`src/rtl/selector14_dist_pkg.sv`:
```
// ---------------------------------------------------------------------------
// selector14_dist_pkg
// Shared constants for the 1-to-4 registered distributor:
//   WIDTH_DEF  default data width of the input and of each channel
//   NCH        number of output channels
//   CH0..CH3   2-bit channel select encodings ({iS1,iS0} / round-robin ptr)
// ---------------------------------------------------------------------------
package selector14_dist_pkg;

    localparam int WIDTH_DEF = 4;
    localparam int NCH       = 4;

    localparam logic [1:0] CH0 = 2'b00;
    localparam logic [1:0] CH1 = 2'b01;
    localparam logic [1:0] CH2 = 2'b10;
    localparam logic [1:0] CH3 = 2'b11;

    // Next round-robin position; the 2-bit add wraps 3 -> 0 naturally.
    function automatic logic [1:0] rr_next(input logic [1:0] ptr);
        return ptr + 2'd1;
    endfunction

endpackage

```
`src/rtl/selector14_dist_chan.sv`:
```
// ---------------------------------------------------------------------------
// sel_chan_reg
// Single-entry channel holding register with a valid/ready handshake.
//   clk, rst_n  clock, asynchronous active-low reset
//   load        write din into the register this cycle (caller guarantees
//               the slot is free or being drained in the same cycle)
//   din         word to load
//   rdy         consumer accepts the held word this cycle
//   dout        held word (kept after drain, only replaced on load)
//   vld         register holds a word not yet taken by the consumer
// ---------------------------------------------------------------------------
module sel_chan_reg
    import selector14_dist_pkg::*;
#(
    parameter int WIDTH = WIDTH_DEF
) (
    input  logic             clk,
    input  logic             rst_n,
    input  logic             load,
    input  logic [WIDTH-1:0] din,
    input  logic             rdy,
    output logic [WIDTH-1:0] dout,
    output logic             vld
);

    logic [WIDTH-1:0] dout_d, dout_q;
    logic             vld_d,  vld_q;

    // Load wins over drain so a channel can stream one word per cycle.
    always_comb begin
        dout_d = dout_q;
        vld_d  = vld_q;
        if (load) begin
            dout_d = din;
            vld_d  = 1'b1;
        end else if (vld_q && rdy) begin
            vld_d  = 1'b0;
        end
    end

    always_ff @(posedge clk or negedge rst_n) begin
        if (!rst_n) begin
            dout_q <= '0;
            vld_q  <= 1'b0;
        end else begin
            dout_q <= dout_d;
            vld_q  <= vld_d;
        end
    end

    assign dout = dout_q;
    assign vld  = vld_q;

endmodule

```
`src/rtl/selector14_dist.sv`:
```
// ---------------------------------------------------------------------------
// selector14_dist
// Registered 1-to-4 distributor. One valid/ready input stream is routed to
// one of four single-entry channel registers, chosen by {iS1,iS0} (manual)
// or by an internal round-robin pointer (iAuto = 1).
//   iClk, iRst_n       clock, asynchronous active-low reset
//   iData/iValid/oReady input stream handshake
//   iS1, iS0           manual channel select
//   iAuto              1 = round-robin routing, 0 = select pins
//   oC0..oC3/oV0..oV3  channel data and valid
//   iR0..iR3           per-channel consumer ready
//   oPtr               current round-robin pointer
// ---------------------------------------------------------------------------
module selector14_dist
    import selector14_dist_pkg::*;
#(
    parameter int WIDTH = WIDTH_DEF
) (
    input  logic             iClk,
    input  logic             iRst_n,
    input  logic [WIDTH-1:0] iData,
    input  logic             iValid,
    output logic             oReady,
    input  logic             iS1,
    input  logic             iS0,
    input  logic             iAuto,
    output logic [WIDTH-1:0] oC0,
    output logic [WIDTH-1:0] oC1,
    output logic [WIDTH-1:0] oC2,
    output logic [WIDTH-1:0] oC3,
    output logic             oV0,
    output logic             oV1,
    output logic             oV2,
    output logic             oV3,
    input  logic             iR0,
    input  logic             iR1,
    input  logic             iR2,
    input  logic             iR3,
    output logic [1:0]       oPtr
);

    logic [NCH-1:0][WIDTH-1:0] ch_data;
    logic [NCH-1:0]            ch_vld;
    logic [NCH-1:0]            ch_rdy;
    logic [NCH-1:0]            ch_load;

    logic [1:0] target;
    logic       accept;
    logic [1:0] ptr_d, ptr_q;

    assign ch_rdy = {iR3, iR2, iR1, iR0};

    // Target decode; only the target's own handshake gates the input, so a
    // stalled non-target channel never blocks manual-mode traffic.
    always_comb begin
        target = iAuto ? ptr_q : {iS1, iS0};
        oReady = ~ch_vld[target] | ch_rdy[target];
        accept = iValid & oReady;
    end

    always_comb begin
        ch_load = '0;
        for (int k = 0; k < NCH; k++) begin
            ch_load[k] = accept && (target == k[1:0]);
        end
    end

    // Pointer advances only on accepted words in auto mode; it holds
    // across mode switches.
    always_comb begin
        ptr_d = ptr_q;
        if (accept && iAuto) begin
            ptr_d = rr_next(ptr_q);
        end
    end

    always_ff @(posedge iClk or negedge iRst_n) begin
        if (!iRst_n) begin
            ptr_q <= CH0;
        end else begin
            ptr_q <= ptr_d;
        end
    end

    for (genvar g = 0; g < NCH; g++) begin : g_chan
        sel_chan_reg #(.WIDTH(WIDTH)) u_chan (
            .clk   (iClk),
            .rst_n (iRst_n),
            .load  (ch_load[g]),
            .din   (iData),
            .rdy   (ch_rdy[g]),
            .dout  (ch_data[g]),
            .vld   (ch_vld[g])
        );
    end

    assign oC0  = ch_data[CH0];
    assign oC1  = ch_data[CH1];
    assign oC2  = ch_data[CH2];
    assign oC3  = ch_data[CH3];
    assign oV0  = ch_vld[CH0];
    assign oV1  = ch_vld[CH1];
    assign oV2  = ch_vld[CH2];
    assign oV3  = ch_vld[CH3];
    assign oPtr = ptr_q;

endmodule

```
`config.mk`:
```
export PLATFORM = sky130hd
export DESIGN_NAME = selector14_dist
export DESIGN_NICKNAME = d
export VERILOG_FILES = /design/src/rtl/selector14_dist_pkg.sv /design/src/rtl/selector14_dist_chan.sv /design/src/rtl/selector14_dist.sv
export SDC_FILE = /design/constraint.sdc
export NUM_CORES = 1
export LEC_CHECK = 0
export ABC_CLOCK_PERIOD_IN_PS = 2200
export CAP_MARGIN = 20
export CORE_UTILIZATION = 40
export CTS_BUF_LIST = sky130_fd_sc_hd__clkbuf_16
export DETAILED_ROUTE_END_ITERATION = 10
export PLACE_DENSITY_LB_ADDON = 0.25
export SLEW_MARGIN = 10
export SYNTH_ARGS = -nofsm -noshare
export SYNTH_HDL_FRONTEND = slang
export SYNTH_SLANG_ARGS = --single-unit
```
`constraint.sdc`:
```
create_clock -name iClk -period 2.2 [get_ports iClk]
set_input_delay 0.44 -clock iClk [delete_from_list [all_inputs] [get_ports iClk]]
set_output_delay 0.44 -clock iClk [all_outputs]
set_load 0.005 [all_outputs]
```
==> flow_metrics.env <==
export IMPL_critPathKind="primary input to output port"
export IMPL_final_layout_size_suffix_gt1_share_pct=33.1
export IMPL_drc=0
export IMPL_clockRootBuffer="clkbuf_16"
export IMPL_yosys_register_bits=22
export IMPL_critPathLaunchType="primary input"
export IMPL_avgViaCountPerCell=5.03
export IMPL_area_growth_pct=54.8
export IMPL_cts_sinks=22
export IMPL_yosys_area_share_simple_pct=13.3
export IMPL_power_density_nw_per_um2=1220
export IMPL_dp_hpwl_um=1560
export IMPL_synth_yosys_seq_area_share_pct=56.3
export IMPL_finalSetupViolations=0
export IMPL_diodes=0
export IMPL_min_period_ns=2.09
export IMPL_synth_xor_area_share_pct=0
export IMPL_rsz0062_at_grt="no"
export IMPL_gp_congestion=0.845
export IMPL_synth_top_area_cell="dfrtp_1"
export IMPL_fmax_ghz=0.478
export IMPL_cap_viol_max_count=0
export IMPL_synth_top_cell_area_share_pct=56.3
export IMPL_synthMuxAreaShare_pct=26.4
export IMPL_dr_wl_met2_um=1090
export IMPL_vias=735
export IMPL_nets=134
export IMPL_grt_pass1_wl_um=3570
export IMPL_detail_route_wirelength_um=2130
export IMPL_ir_worst_vdd_mv=0.870
export IMPL_antenna_left=0
export IMPL_die_x_um=51.4
export IMPL_insertion_delay_ns=0.25
export IMPL_finalHoldViolCount=0
export IMPL_h_tree_depth=1
export IMPL_cts_tree="yes"
export IMPL_antenna_found_initial=0
export IMPL_worst_endpoint_arrival_ns=1.65
export IMPL_wl_met3_um=83
export IMPL_status="finished, final reports clean"
export IMPL_tightest_slew_ns=0.296
export IMPL_min_path_type="register to register"
export IMPL_syn_num_nets=83
export IMPL_synth_area_um2=977
export IMPL_design_area_um2=1510
export IMPL_fin_crit_sh_pct=95.1
export IMPL_core_area_um2=2250
export IMPL_final_cell_mix="clkdlybuf4s50_1, dfrtp_1, mux2_2"
export IMPL_grt_pass1_vias=769
export IMPL_start_util_pct=43.3
export IMPL_grt_overflow=0
export IMPL_top_layer="met4"
export IMPL_wl_per_cell_um=14.6
export IMPL_synth_area_leaders="dfrtp_1, mux2_2, nand4_2"
export IMPL_synth_top_family_by_area="multiplexers"
export IMPL_synthCells=69
export IMPL_cts_clk_slew_worst_paths_ns=0.05
export IMPL_final_common_cell="clkdlybuf4s50_1"
export IMPL_ys_warn_count=0
export IMPL_final_util_pct=67.1
export IMPL_slew_violations=0
export IMPL_final_setup_tns_ns=0
export IMPL_met1_length_um=939
export IMPL_worstPathRequired_ns=1.76
export IMPL_holdWs_ns=0.503
export IMPL_row_count=17
export IMPL_io_pins=37
export IMPL_yosysUniqueCellTypes=18
export IMPL_die_h_um=51.4
export IMPL_die_area_um2=2640
export IMPL_grt_total_usage_pct=19.0
export IMPL_yosys_area_share_adder_pct=0
export IMPL_drt_initial_drc_count=13
export IMPL_critPathMaxFanout=4
export IMPL_synth_compound_area_share_pct=2.82
export IMPL_dr_pass1_iters=4
export IMPL_end_kind="output port"
export IMPL_io_buffers=36
export IMPL_skew_ns=0.00275
export IMPL_total_leakage_power_uw=0.000666
export IMPL_place_area_um2=1440
export IMPL_syn_area_per_cell_um2=14.2
export IMPL_numCtsBuffers=3
export IMPL_grt_max_degree=23
export IMPL_p_total_uw=1840
export IMPL_clk_path_buf_depth=2
export IMPL_slew_headroom_pct=80.2
[critical path, stage by stage]
cell and delay, ns:
clkdlybuf4s50_1 0.43, mux2_4 0.31, nand2b_1 0.10, o21ai_1 0.09, mux2i_1 0.15, clkbuf_2 0.13
[cells in the mapped netlist]
cell type	count
nand4_2	4
buf_6	1
nand3_1	1
dfrtp_1	22
nor3_1	1
mux2i_1	2
mux2i_2	2
o21ai_0	1
nand2b_1	5
nor2b_1	1
and3_1	1
nor2_1	1
a21oi_1	1
o22a_1	1
o2bb2ai_1	1
mux2_4	2
mux2_2	16
nand2_1	6
[worst paths after layout]
check                                      endpoint                startpoint  slack [ns]  depth (start not counted)
max reg2reg                g_chan[2].u_chan.dout[3]                   oPtr[1]        0.61                          5
min in group asynchronous  g_chan[3].u_chan.dout[2]                    iRst_n        0.54                          2
min                        g_chan[3].u_chan.dout[2]  g_chan[3].u_chan.dout[2]        0.50                          1
max                                          oReady                       iS1        0.11                          6
min reg2reg                g_chan[3].u_chan.dout[2]  g_chan[3].u_chan.dout[2]        0.50                          1
max in group asynchronous      g_chan[2].u_chan.vld                    iRst_n        1.44                          2
[flip-flops by register name (all words and copies together), names as in the netlist]
name	cells
g_chan.u_chan.vld	4
g_chan.u_chan.dout	16
oPtr	2
[layout make-up]
cell class	count	area, um2
clock buffer	3	75.1
fill	183	742
multi-input combinational	46	415
sequential	22	551
tap	28	35.0
timing repair buffer	47	437
[per-layer routing]
layer | global-route usage (%) | vias to the layer above
met4 | 8.56 | 0
li1 | - | 348
met3 | 2.68 | 2
met1 | 25.4 | 364
met2 | 30.5 | 21
met5 | 0 | -
[cells by family (layout without fill, tap and decap cells)]
family | after synthesis | in the layout
simple gates | 20 | 20
flops | 22 | 22
compound gates | 4 | 4
buf+inv | 1 | 50
mux | 22 | 22
[power breakdown]
part           switching (uW)  total (uW)  internal [uW]
Sequential                100         688            588
Combinational             246         789            542
Clock                     124         363            239
Total                     470        1840           1370
[through the flow]
step           setup WS, ns  instances
2_1_floorplan         0.527         69
3_3_place_gp         -0.355        142
3_5_place_dp         -0.406        142
4_1_cts              0.0174        146
5_1_grt              0.0195        146
6_report              0.107        146
[repair_timing]
item	CTS	global route
hold buffers	0	0
setup endpoints to repair	1	1
gates resized for setup	4	1
buffers inserted	1	0
(Power assumes the default switching activity.)
